### config.mk
export PLATFORM = sky130hd
export DESIGN_NAME = stepper_phase_decoder
export DESIGN_NICKNAME = d
export VERILOG_FILES = /design/src/rtl/stepper_phase_decoder.sv
export SDC_FILE = /design/constraint.sdc
export NUM_CORES = 1
export LEC_CHECK = 0
export ABC_AREA = 1
export CORE_MARGIN = 5
export CORE_UTILIZATION = 25
export CTS_CLUSTER_SIZE = 20
export DETAILED_ROUTE_END_ITERATION = 16
export PLACE_DENSITY_LB_ADDON = 0.15
export SYNTH_ARGS = -nofsm -noshare
export SYNTH_HDL_FRONTEND = slang
export SYNTH_SLANG_ARGS = --single-unit
### constraint.sdc
create_clock -name clk -period 3.75 [get_ports clk]
set_input_delay 0.5625 -clock clk [delete_from_list [all_inputs] [get_ports clk]]
set_output_delay 0.5625 -clock clk [all_outputs]
set_load 0.1 [all_outputs]
### src/rtl/stepper_phase_decoder.sv
// stepper_phase_decoder: watches the four coil wires of a half-step stepper
// drive and reconstructs the motion: step pulses, direction, signed position,
// hold timeout and sticky fault flags.
// Optional rate measurement (steps per WINDOW clocks) is compiled in when the
// macro STEP_SPEED_EN is defined. Otherwise speed and speed_valid are tied to 0.
module stepper_phase_decoder #(
   parameter int CNT_W       = 16,
   parameter int SPD_W       = 8,
   parameter int WINDOW      = 1000,
   parameter int HOLD_CYCLES = 4096
) (
   input  logic             clk,
   input  logic             rst,
   input  logic [3:0]       sem,
   input  logic             clear,
   output logic             step_pulse,
   output logic             dir,
   output logic [CNT_W-1:0] position,
   output logic [SPD_W-1:0] speed,
   output logic             speed_valid,
   output logic             hold_timeout,
   output logic             err_illegal,
   output logic             err_skip
);

   localparam int HOLD_W = $clog2(HOLD_CYCLES + 1);
   localparam logic [HOLD_W-1:0] HOLD_MAX = HOLD_W'(HOLD_CYCLES);

   logic [3:0]       s1_q, s2_q;
   logic [2:0]       prev_phase_q, prev_phase_d;
   logic             prev_valid_q, prev_valid_d;
   logic             step_q, step_d;
   logic             dir_q, dir_d;
   logic [CNT_W-1:0] pos_q, pos_d;
   logic             ill_q, ill_d;
   logic             skip_q, skip_d;
   logic [HOLD_W-1:0] hold_q, hold_d;

   logic       legal;
   logic [2:0] phase;
   logic [2:0] delta;
   logic       hold_inc, hold_clr;

   // Two-flop synchronizer for the asynchronous coil wires.
   always_ff @(posedge clk or negedge rst) begin
      if (!rst) begin
         s1_q <= '0;
         s2_q <= '0;
      end else begin
         s1_q <= sem;
         s2_q <= s1_q;
      end
   end

   // Map a synchronized coil pattern onto its half-step phase index.
   always_comb begin
      legal = 1'b1;
      phase = 3'd0;
      case (s2_q)
         4'b0001: phase = 3'd0;
         4'b0011: phase = 3'd1;
         4'b0010: phase = 3'd2;
         4'b0110: phase = 3'd3;
         4'b0100: phase = 3'd4;
         4'b1100: phase = 3'd5;
         4'b1000: phase = 3'd6;
         4'b1001: phase = 3'd7;
         default: legal = 1'b0;
      endcase
      delta = phase - prev_phase_q;
   end

   // Step decision, position update, fault flags and hold-timer control.
   always_comb begin
      prev_phase_d = prev_phase_q;
      prev_valid_d = prev_valid_q;
      step_d       = 1'b0;
      dir_d        = dir_q;
      pos_d        = pos_q;
      ill_d        = ill_q;
      skip_d       = skip_q;
      hold_inc     = 1'b0;
      hold_clr     = 1'b0;
      if (clear) begin
         pos_d        = '0;
         ill_d        = 1'b0;
         skip_d       = 1'b0;
         prev_valid_d = 1'b0;
         hold_clr     = 1'b1;
      end else if (s2_q == 4'b0000) begin
         // Idle coils: keep the last phase so motion resumes seamlessly.
         hold_clr = 1'b1;
      end else if (!legal) begin
         ill_d        = 1'b1;
         prev_valid_d = 1'b0;
         hold_clr     = 1'b1;
      end else if (!prev_valid_q) begin
         // First legal pattern only anchors the phase reference.
         prev_phase_d = phase;
         prev_valid_d = 1'b1;
         hold_inc     = 1'b1;
      end else begin
         case (delta)
            3'd0: hold_inc = 1'b1;
            3'd1: begin
               step_d       = 1'b1;
               dir_d        = 1'b1;
               pos_d        = pos_q + 1'b1;
               prev_phase_d = phase;
               hold_clr     = 1'b1;
            end
            3'd7: begin
               step_d       = 1'b1;
               dir_d        = 1'b0;
               pos_d        = pos_q - 1'b1;
               prev_phase_d = phase;
               hold_clr     = 1'b1;
            end
            default: begin
               skip_d       = 1'b1;
               prev_phase_d = phase;
               hold_inc     = 1'b1;
            end
         endcase
      end
      hold_d = hold_q;
      if (hold_clr) begin
         hold_d = '0;
      end else if (hold_inc && (hold_q != HOLD_MAX)) begin
         hold_d = hold_q + 1'b1;
      end
   end

   // Decoder state and registered outputs.
   always_ff @(posedge clk or negedge rst) begin
      if (!rst) begin
         prev_phase_q <= '0;
         prev_valid_q <= 1'b0;
         step_q       <= 1'b0;
         dir_q        <= 1'b0;
         pos_q        <= '0;
         ill_q        <= 1'b0;
         skip_q       <= 1'b0;
         hold_q       <= '0;
      end else begin
         prev_phase_q <= prev_phase_d;
         prev_valid_q <= prev_valid_d;
         step_q       <= step_d;
         dir_q        <= dir_d;
         pos_q        <= pos_d;
         ill_q        <= ill_d;
         skip_q       <= skip_d;
         hold_q       <= hold_d;
      end
   end

   assign step_pulse   = step_q;
   assign dir          = dir_q;
   assign position     = pos_q;
   assign err_illegal  = ill_q;
   assign err_skip     = skip_q;
   assign hold_timeout = (hold_q == HOLD_MAX);

`ifdef STEP_SPEED_EN
   localparam int WIN_W = (WINDOW > 1) ? $clog2(WINDOW) : 1;
   localparam logic [WIN_W-1:0] WIN_LAST = WIN_W'(WINDOW - 1);

   logic [WIN_W-1:0] win_q, win_d;
   logic [SPD_W-1:0] stp_q, stp_d, stp_sum;
   logic [SPD_W-1:0] speed_q, speed_d;
   logic             sv_q, sv_d;

   // Window counter and saturating step count; a step decoded on the last
   // window cycle is still included in the published rate.
   always_comb begin
      stp_sum = (stp_q == {SPD_W{1'b1}}) ? stp_q : stp_q + SPD_W'(step_d);
      win_d   = win_q + 1'b1;
      stp_d   = stp_sum;
      speed_d = speed_q;
      sv_d    = 1'b0;
      if (clear) begin
         win_d = '0;
         stp_d = '0;
      end else if (win_q == WIN_LAST) begin
         speed_d = stp_sum;
         sv_d    = 1'b1;
         win_d   = '0;
         stp_d   = '0;
      end
   end

   // Rate measurement registers.
   always_ff @(posedge clk or negedge rst) begin
      if (!rst) begin
         win_q   <= '0;
         stp_q   <= '0;
         speed_q <= '0;
         sv_q    <= 1'b0;
      end else begin
         win_q   <= win_d;
         stp_q   <= stp_d;
         speed_q <= speed_d;
         sv_q    <= sv_d;
      end
   end

   assign speed       = speed_q;
   assign speed_valid = sv_q;
`else
   assign speed       = '0;
   assign speed_valid = 1'b0;
`endif

endmodule

==> results of run 1 <==
[cells in the final DEF, fill, tap and decap left out, types with 2 or more instances in the layout]
cell type,n
xnor2_1,6
nor3_1,9
nand3_1,47
inv_1,57
ha_1,17
nand3_2,4
o21ai_1,13
o21bai_1,2
nand4_1,2
o21ai_0,4
clkbuf_16,5
conb_1,9
fa_1,2
nand2_2,3
nand3b_1,4
buf_4,3
a21oi_1,16
nor3_2,5
clkdlybuf4s50_1,25
nor2_1,32
nand2_1,98
nor2_2,2
nand2_4,2
xor2_1,5
inv_2,2
dfrtp_1,45
[layer usage]
| metal | global-route usage, % | up-vias |
|---|---|---|
| met5 | 0 | - |
| met4 | 2.792 | 0 |
| met3 | 2.121 | 8 |
| met2 | 18.68 | 44 |
| met1 | 11.98 | 1137 |
| li1 | - | 1333 |
[flip-flops by register name, indices dropped and copies added (netlist names)]
| register | count |
|---|---|
| hold_q | 13 |
| dir | 1 |
| s1_q | 4 |
| err_illegal | 1 |
| s2_q | 4 |
| err_skip | 1 |
| step_pulse | 1 |
| position | 16 |
| prev_phase_q | 3 |
| prev_valid_q | 1 |
[through the flow]
step | instance area, um^2 | power, mW | setup slack [ns] | util (%)
floorplan | 3044 | 0.8102 | 0.5186 | -
global placement | 3428 | 0.8858 | 0.3648 | 28.78
detailed placement | 3428 | 0.8861 | 0.2948 | 28.78
CTS | 3570 | 1.344 | 0.2896 | 29.97
global route | 3570 | 1.387 | 0.01171 | 29.97
finish | 3570 | 1.314 | 0.3839 | 29.97
[cell type report]
type	instances	area, um^2
timing repair buffer	30	297.8
fill	1307	8342
tap	147	183.9
clock buffer	5	125.1
sequential	45	1126
multi-input combinational	291	1595
clock inverter	2	16.27
inverter	60	225.2
[power by group through the flow]
stage	Sequential [mW]	Combinational, mW	Clock [mW]
floorplan	0.597	0.214	0
global placement	0.532	0.354	0
detailed placement	0.532	0.354	0
CTS	0.523	0.355	0.467
global route	0.526	0.382	0.479
finish	0.522	0.350	0.441
[worst max-delay path by stage]
stage	endpoint	slack, ns	depth (start not counted)
floorplan	position[15]$_DFFE_PN0P_	0.52	24
global placement	position[15]$_DFFE_PN0P_	0.36	25
detailed placement	position[15]$_DFFE_PN0P_	0.29	25
CTS	position[15]$_DFFE_PN0P_	0.29	25
global route	position[15]$_DFFE_PN0P_	0.01	25
finish	position[15]$_DFFE_PN0P_	0.38	25
[what timing repair did]
item                       4_1_cts  5_1_grt
resized for setup                0        1
setup endpoints to repair        0        5
setup buffers                    0        0
[logic make-up (layout without fill, tap and decap cells)]
family | after synthesis | after routing
flops | 45 | 45
buf+inv | 73 | 97
xor+xnor | 11 | 11
other cells | 1 | 9
fa+ha+maj | 19 | 19
compound gates | 38 | 38
simple gates | 214 | 214
[worst max-delay path, stage by stage, from the launching register on]
cell and delay [ns]:
dfrtp_1 0.43, inv_1 0.11, nor2_1 0.05, o21ai_1 0.16, ha_1 0.17, inv_1 0.05
fa_1 0.37, inv_1 0.06, nand2_1 0.04, nand2_1 0.07, nand3_1 0.15, nand2_4 0.15
nand2_1 0.07, inv_1 0.09, buf_12 0.15, ha_1 0.28, a21oi_1 0.16, nand2_1 0.13
nand2_1 0.08, nand2_1 0.10, nand2_1 0.11, nand2_1 0.07, inv_1 0.05, nand2_1 0.04
nand3_1 0.07, nand2_1 0.05
==> flow_summary.toml, run 1 <==
[worst_setup_path]
cp.arrival_ns = 3.55
rr_worst_depth = 25
end_kind = "flip-flop"
crit_start = "s2_q[3]$_DFF_PN0_"
path_max_fanout = 15
required_ns = 3.93
rrSetupSlack_ns = 0.38
critPathKind = "reg -> reg"
critPathLaunchType = "flip-flop"
r2r-start = "s2_q[3]$_DFF_PN0_"
reg2reg_to = "position[15]$_DFFE_PN0P_"

[route]
drt_wl_total_mm = 7.066
routedLengthMet1_mm = 3.133
drc = 0
final_antenna_net_count = 0
vias = 2522
drt-initial-drc-count = 74
via_per_inst = 4.348
wl_met3_um = 284
dr.pass1.iters = 5
wl_per_cell_um = 12.18
wl_met2_mm = 3.575
top_layer = "met4"

[cts]
clock_path_buffers = 2
clkTransAtPathRegs_ns = 0.07
root_buffer = "clkbuf_16"
cts_sinks = 45
numCtsBuffers = 5
h-tree-depth = 2
cts_tree = "built"
clk_latency_ns = 0.29
cts_hold_buf = 0

[status]
outcome = "finished clean"

[timing]
whs_ns = 0.1928
slew_viol_final = 0
max_clock_freq_mhz = 297.1
rsz0062_at_grt = "false"
finalCritPeriodShare_pct = 89.76
worst_pin_slew_ns = 0.9867
finalCriticalPeriod_ns = 3.366
fin_worst_skew_ns = 0.008028
tns_ns = 0
hold_viol_final = 0
slew_headroom_pct = 34.01
finalSetupViolations = 0

[final_layout]
finalNonFillerCells = 580
drive_gt1_share_pct = 7.852
area_delta_synth_final_pct = 18.43
insertedDiodeCount = 0
nNetsFinal = 459

[yosys]
async_reset_ff_share_pct = 100.0
avgSynthCellArea_um2 = 7.517
netlist_area_um2 = 3014
yosysTopAreaCellShare_pct = 37.36
synth_cells = 401
synth_cell_types = 36
ys_warn_count = 0
yosysSeqAreaShare_pct = 37.36
yosys.area_share.adder_pct = 8.385
synth_top_family_by_area = "simple AND/OR/NAND/NOR gates"
synth.mux.area_fraction_pct = 0
yosys-top-cells-area = "dfrtp_1 37%, nand2_1 12%, nand3_1 7.8%"
yosysMostFrequentCell = "nand2_1"
synth-edff-count = 0
synth_compound_area_share_pct = 6.683
synthSimpleGateAreaFrac_pct = 33.54
synth-main-ff-cell = "dfrtp_1"
synth_area_leader_cell = "dfrtp_1"
synth_xor_area_share_pct = 3.196
synthTopCellsByCount = "98 x nand2_1, 57 x inv_1, 47 x nand3_1, 45 x dfrtp_1, 32 x nor2_1"
ys_ff_latch = 45

[placement]
place_inst = 573
io_buffer_count = 27
routabilityCongestion = 0.8219
dp.final_hpwl_mm = 5.356

[global_route]
grt_pass1_wl_mm = 11.90
grt_pass1_vias = 2577
gr-total-overflow = 0
antenna_found_initial = 0
grt_max_degree = 31
grtUsageTotal_pct = 10.18

[power]
ir_worst_vdd_mv = 0.1338
p_comb_share_pct = 26.7
power_switching_share_pct = 35.47
power_frac_seq_pct = 39.8
p_int_mw = 0.8476
p_leak_nw = 1.747
pwr_density_cell_nw_per_um2 = 368.0
power_switching_mw = 0.4659
clockPowerShare_pct = 33.5

[floorplan]
num_rows = 40
boundaryPins = 37
die_w_um = 119.8
start_util_pct = 25.30
die_area_um2 = 14350
core_area_um2 = 11910
die_h_um = 119.8

[run]
drv_cap = 0

[hold_path]
holdCritPathClass = "in -> async"
(Power assumes the default switching activity.)
==> run 2: changes to the inputs <==
--- a/config.mk
+++ b/config.mk
@@ -6,6 +6,7 @@
 export NUM_CORES = 1
 export LEC_CHECK = 0
 export ABC_AREA = 1
+export CAP_MARGIN = 40
 export CORE_MARGIN = 5
 export CORE_UTILIZATION = 25
 export CTS_CLUSTER_SIZE = 20
==> run 2 against run 1 <==
Sequential power is essentially flat. Via count is 2.9% higher. Register-to-register slack got worse by 0.02 ns. Combinational power is 9.7% higher. Critical path type unchanged. Global-route usage rose by 0.38 points. Highest routed layer unchanged.
==> flow_summary.toml, run 2 (synthesis results as in run 1) <==
[status]
outcome = "finished clean"

[timing]
fin_worst_skew_ns = 0.002714
worst_pin_slew_ns = 0.5930
hold_viol_final = 0
finalCritPeriodShare_pct = 90.38
max_clock_freq_mhz = 295.1
slew_viol_final = 0
finalCriticalPeriod_ns = 3.389
slew_headroom_pct = 60.22
finalSetupViolations = 0
tns_ns = 0
rsz0062_at_grt = "false"

[floorplan]
start_util_pct = 25.30
die_w_um = 119.8
boundaryPins = 37
num_rows = 40
die_area_um2 = 14350
die_h_um = 119.8
core_area_um2 = 11910

[final_layout]
fillers = 1254
finalNonFillerCells = 600
multi_input_area_um2 = 1600
area_delta_synth_final_pct = 28.97
insertedDiodeCount = 0
finalCoreUtilization_pct = 32.64
nNetsFinal = 479
largest_reg_flops = 16
layout_common_cells = "98 x nand2_1, 57 x inv_1, 46 x nand3_1"
register_area_um2 = 1126
layout_commonest_cell = "nand2_1"
drive_gt1_share_pct = 12.14

[worst_setup_path]
end_kind = "flip-flop"
critPathTopFamily = "simple AND/OR/NAND/NOR gates"
critPathLaunchType = "flip-flop"
slowest_stage = "dfrtp_1"
path_cells = "inv_1, nor2_1, o21ai_1, ha_1, inv_1, fa_1, inv_1, nand2_1, nand2_1, inv_1, nand2_2, nand2_4, nand2_1, inv_1, buf_12, ha_1, nand2_1, o21ai_0, nand3_1, nand3_1, nand2_1, nand2_1, o21ai_1"
crit_cells = 23
cp.arrival_ns = 3.55
critPathKind = "reg -> reg"
path_max_fanout = 15
rr_worst_depth = 23
crit_buf_inv = 6
max_stage_delay_ns = 0.43
required_ns = 3.91
timing.critical_path.mode_cell = "nand2_1"

[cts]
cts_tree = "built"
h-tree-depth = 2
clk_latency_ns = 0.29
clock_path_buffers = 2
clkTransAtPathRegs_ns = 0.06
cts_sinks = 45
numCtsBuffers = 5
root_buffer = "clkbuf_16"
cts_hold_buf = 0

[global_route]
grt_max_degree = 31
grt_pass1_wl_mm = 12.35
antenna_found_initial = 0
grtUsageTotal_pct = 10.56
gr-total-overflow = 0
grt_pass1_vias = 2692

[route]
drc = 0
drt_wl_total_mm = 7.049
wl_per_cell_um = 11.75
drt-initial-drc-count = 66
dr.pass1.iters = 4
via_per_inst = 4.327
final_antenna_net_count = 0
vias = 2596

[placement]
routabilityCongestion = 0.8219
io_buffer_count = 27
dp.final_hpwl_mm = 5.486
place_inst = 593

[hold_path]
holdCritPathClass = "in -> async"

[power]
pwr_density_cell_nw_per_um2 = 346.1
fin_total_pwr_mw = 1.345
ir_worst_vdd_mv = 0.1513
p_leak_nw = 1.898

[run]
drv_cap = 0
[run 2: cell types whose count changed in the layout (fill, tap and decap cells not counted), sizes merged]
cell  previous run  this run
buf              5        25
[run 2: layout make-up]
cell class	instances	share of cell area, %
clock buffers	5	3.219
clock inverters	2	0.4184
inverters	60	5.793
multi-input cells	291	41.16
flip-flops and latches	45	28.97
well taps	147	4.731
repair buffers	50	15.71
[run 2: through the flow]
step / worst slack (ns) / cell area (um^2) / hold WS (ns)
2_1_floorplan: 0.5186 / 3044 / 0.2669
3_3_place_gp: 0.3648 / 3428 / 0.3325
3_5_place_dp: 0.2814 / 3741 / 0.3347
4_1_cts: 0.2736 / 3882 / 0.2042
5_1_grt: 0.01602 / 3887 / 0.2206
6_report: 0.3608 / 3887 / 0.1917
[run 2: repair_timing]
action                     4_1_cts  5_1_grt
setup endpoints to repair        0        7
gates resized for setup          0        2
buffers inserted                 0        0
[run 2: final timing paths]
check | start | endpoint | slack, ns
max in group asynchronous | rst | hold_q[9]$_DFFE_PN0P_ | 2.83
min | rst | dir$_DFFE_PN0P_ | 0.19
min reg2reg | s1_q[1]$_DFF_PN0_ | s2_q[1]$_DFF_PN0_ | 0.35
max | s2_q[3]$_DFF_PN0_ | position[12]$_DFFE_PN0P_ | 0.36
max reg2reg | s2_q[3]$_DFF_PN0_ | position[12]$_DFFE_PN0P_ | 0.36
min in group clk | s1_q[1]$_DFF_PN0_ | s2_q[1]$_DFF_PN0_ | 0.35
[run 2: power breakdown]
part	total [mW]	internal, mW	switching, mW
sequential	0.523	0.507	0.0158
clock	0.439	0.245	0.194
combinational	0.384	0.122	0.262
[run 2: per-layer routing]
metal	global-route usage (%)	routed length, um
met5	0	0
met4	3.221	94
met3	2.309	177
met2	19.49	3610
met1	12.13	3166
==> run 3: changes to the inputs <==
--- a/config.mk
+++ b/config.mk
@@ -11,6 +11,7 @@
 export CORE_UTILIZATION = 25
 export CTS_CLUSTER_SIZE = 20
 export DETAILED_ROUTE_END_ITERATION = 16
+export MAX_ROUTING_LAYER = met4
 export PLACE_DENSITY_LB_ADDON = 0.15
 export SYNTH_ARGS = -nofsm -noshare
 export SYNTH_HDL_FRONTEND = slang
==> run 3 against run 2 <==
Register-to-register slack about the same. Clock skew about the same. Worst setup slack about the same. Fmax unchanged. Critical path type unchanged. Global-route usage increased by 0.29 points. Cell area unchanged. First-iteration DRC count unchanged. Largest cell class unchanged. Sequential power about the same. Non-clock buffer count unchanged.
==> flow_summary.toml, run 3 (synthesis results as in run 1) <==
[timing]
tns_ns = 0
finalCriticalPeriod_ns = 3.389
worst_pin_slew_ns = 0.5930
finalCritPeriodShare_pct = 90.38
finalSetupViolations = 0
setup_slack_ns = 0.3608
fin_worst_skew_ns = 0.002714
hold_viol_final = 0
slew_headroom_pct = 60.22
rsz0062_at_grt = "false"
max_clock_freq_mhz = 295.1
slew_viol_final = 0

[cts]
root_buffer = "clkbuf_16"
numCtsBuffers = 5
cts_setup_buffers = 0
clkTransAtPathRegs_ns = 0.06
cts_tree = "built"
h-tree-depth = 2
cts_sinks = 45
clock_path_buffers = 2
clk_latency_ns = 0.29

[worst_setup_path]
rr_worst_depth = 23
reg2reg_to = "position[12]$_DFFE_PN0P_"
required_ns = 3.91
path_max_fanout = 15
critPathLaunchType = "flip-flop"
critPathKind = "reg -> reg"
rrSetupSlack_ns = 0.36
r2r-start = "s2_q[3]$_DFF_PN0_"
cp.arrival_ns = 3.55
end_kind = "flip-flop"

[route]
drc = 0
drt_wl_total_mm = 7.049
drt-initial-drc-count = 66
dr.pass1.iters = 4
vias = 2596
final_antenna_net_count = 0
wl_per_cell_um = 11.75
via_per_inst = 4.327

[floorplan]
die_w_um = 119.8
die_h_um = 119.8
boundaryPins = 37
num_rows = 40
die_area_um2 = 14350
start_util_pct = 25.30
core_area_um2 = 11910

[power]
fin_total_pwr_mw = 1.345
p_leak_nw = 1.898
ir_worst_vdd_mv = 0.1513
pwr_density_cell_nw_per_um2 = 346.0

[run]
drv_cap = 0

[final_layout]
multi_input_area_um2 = 1600
stdcell_area_um2 = 3887
insertedDiodeCount = 0
fillers = 1254
layout_commonest_cell = "nand2_1"
largest_reg_flops = 16
nNetsFinal = 479
register_area_um2 = 1126
layout_common_cells = "98 x nand2_1, 57 x inv_1, 46 x nand3_1"
finalCoreUtilization_pct = 32.64
drive_gt1_share_pct = 12.14
area_delta_synth_final_pct = 28.97

[placement]
dp_slack_ns = 0.2814
placed_area_um2 = 3741
routabilityCongestion = 0.8342
io_buffer_count = 27
dp.final_hpwl_mm = 5.486

[global_route]
grt_pass1_wl_mm = 12.35
gr-total-overflow = 0
grt_max_degree = 31
grt_pass1_vias = 2692
antenna_found_initial = 0
grtUsageTotal_pct = 10.86

[status]
outcome = "finished clean"

[hold_path]
holdCritPathClass = "in -> async"
-- run 3: cell counts in the layout (fill, tap and decap cells not counted) --
No cell type changed its count.
-- run 3: final cells by class --
type	instances	area share, %
clock buffer	5	3.219
clock inverter	2	0.4184
inverter	60	5.793
multi-input combinational	291	41.16
sequential	45	28.97
tap	147	4.731
timing repair buffer	50	15.71
-- run 3: how the worst max path moves through the flow --
stage,slack [ns],end,depth (start not counted),from
after floorplan,0.52,position[15]$_DFFE_PN0P_,24,s2_q[3]$_DFF_PN0_
after global placement,0.36,position[15]$_DFFE_PN0P_,25,s2_q[3]$_DFF_PN0_
after detailed placement,0.28,position[15]$_DFFE_PN0P_,25,s2_q[3]$_DFF_PN0_
after CTS,0.27,position[12]$_DFFE_PN0P_,20,s2_q[3]$_DFF_PN0_
after global routing,0.02,position[15]$_DFFE_PN0P_,26,s2_q[3]$_DFF_PN0_
final,0.36,position[12]$_DFFE_PN0P_,23,s2_q[3]$_DFF_PN0_
-- run 3: per-stage QoR --
step	hold slack (ns)	std cells
floorplan	0.2669	409
global route	0.2206	600
finish	0.1918	600
CTS	0.2042	600
detailed placement	0.3347	593
global placement	0.3325	573
-- run 3: worst max-delay path, stage by stage (launching register included) --
cell and delay [ns]:
dfrtp_1 0.43, inv_1 0.12, nor2_1 0.05, o21ai_1 0.16, ha_1 0.17, inv_1 0.05
fa_1 0.37, inv_1 0.06, nand2_1 0.04, nand2_1 0.09, inv_1 0.06, nand2_2 0.09
nand2_4 0.08, nand2_1 0.08, inv_1 0.07, buf_12 0.15, ha_1 0.35, nand2_1 0.09
o21ai_0 0.35, nand3_1 0.16, nand3_1 0.10, nand2_1 0.05, nand2_1 0.06, o21ai_1 0.05
-- run 3: timing repair --
| action | in CTS | in global routing |
|---|---|---|
| resized for setup | 0 | 2 |
| endpoints found under the setup margin | 0 | 7 |
| hold buffers | 0 | 0 |
-- run 3: power by group --
part | leakage (nW) | total [mW] | internal, mW | switching, mW
Clock | 0.0659 | 0.439 | 0.245 | 0.194
Combinational | 1.23 | 0.384 | 0.122 | 0.262
Sequential | 0.603 | 0.523 | 0.507 | 0.0158
Total | 1.90 | 1.35 | 0.873 | 0.472
-- run 3: per-layer routing --
metal | vias to the layer above | GRT usage [%] | wire [um]
met5 | - | - | 0
met2 | 29 | 19.49 | 3610
met1 | 1181 | 12.13 | 3166
met3 | 7 | 2.309 | 177
li1 | 1379 | - | -
met4 | 0 | 3.221 | 94
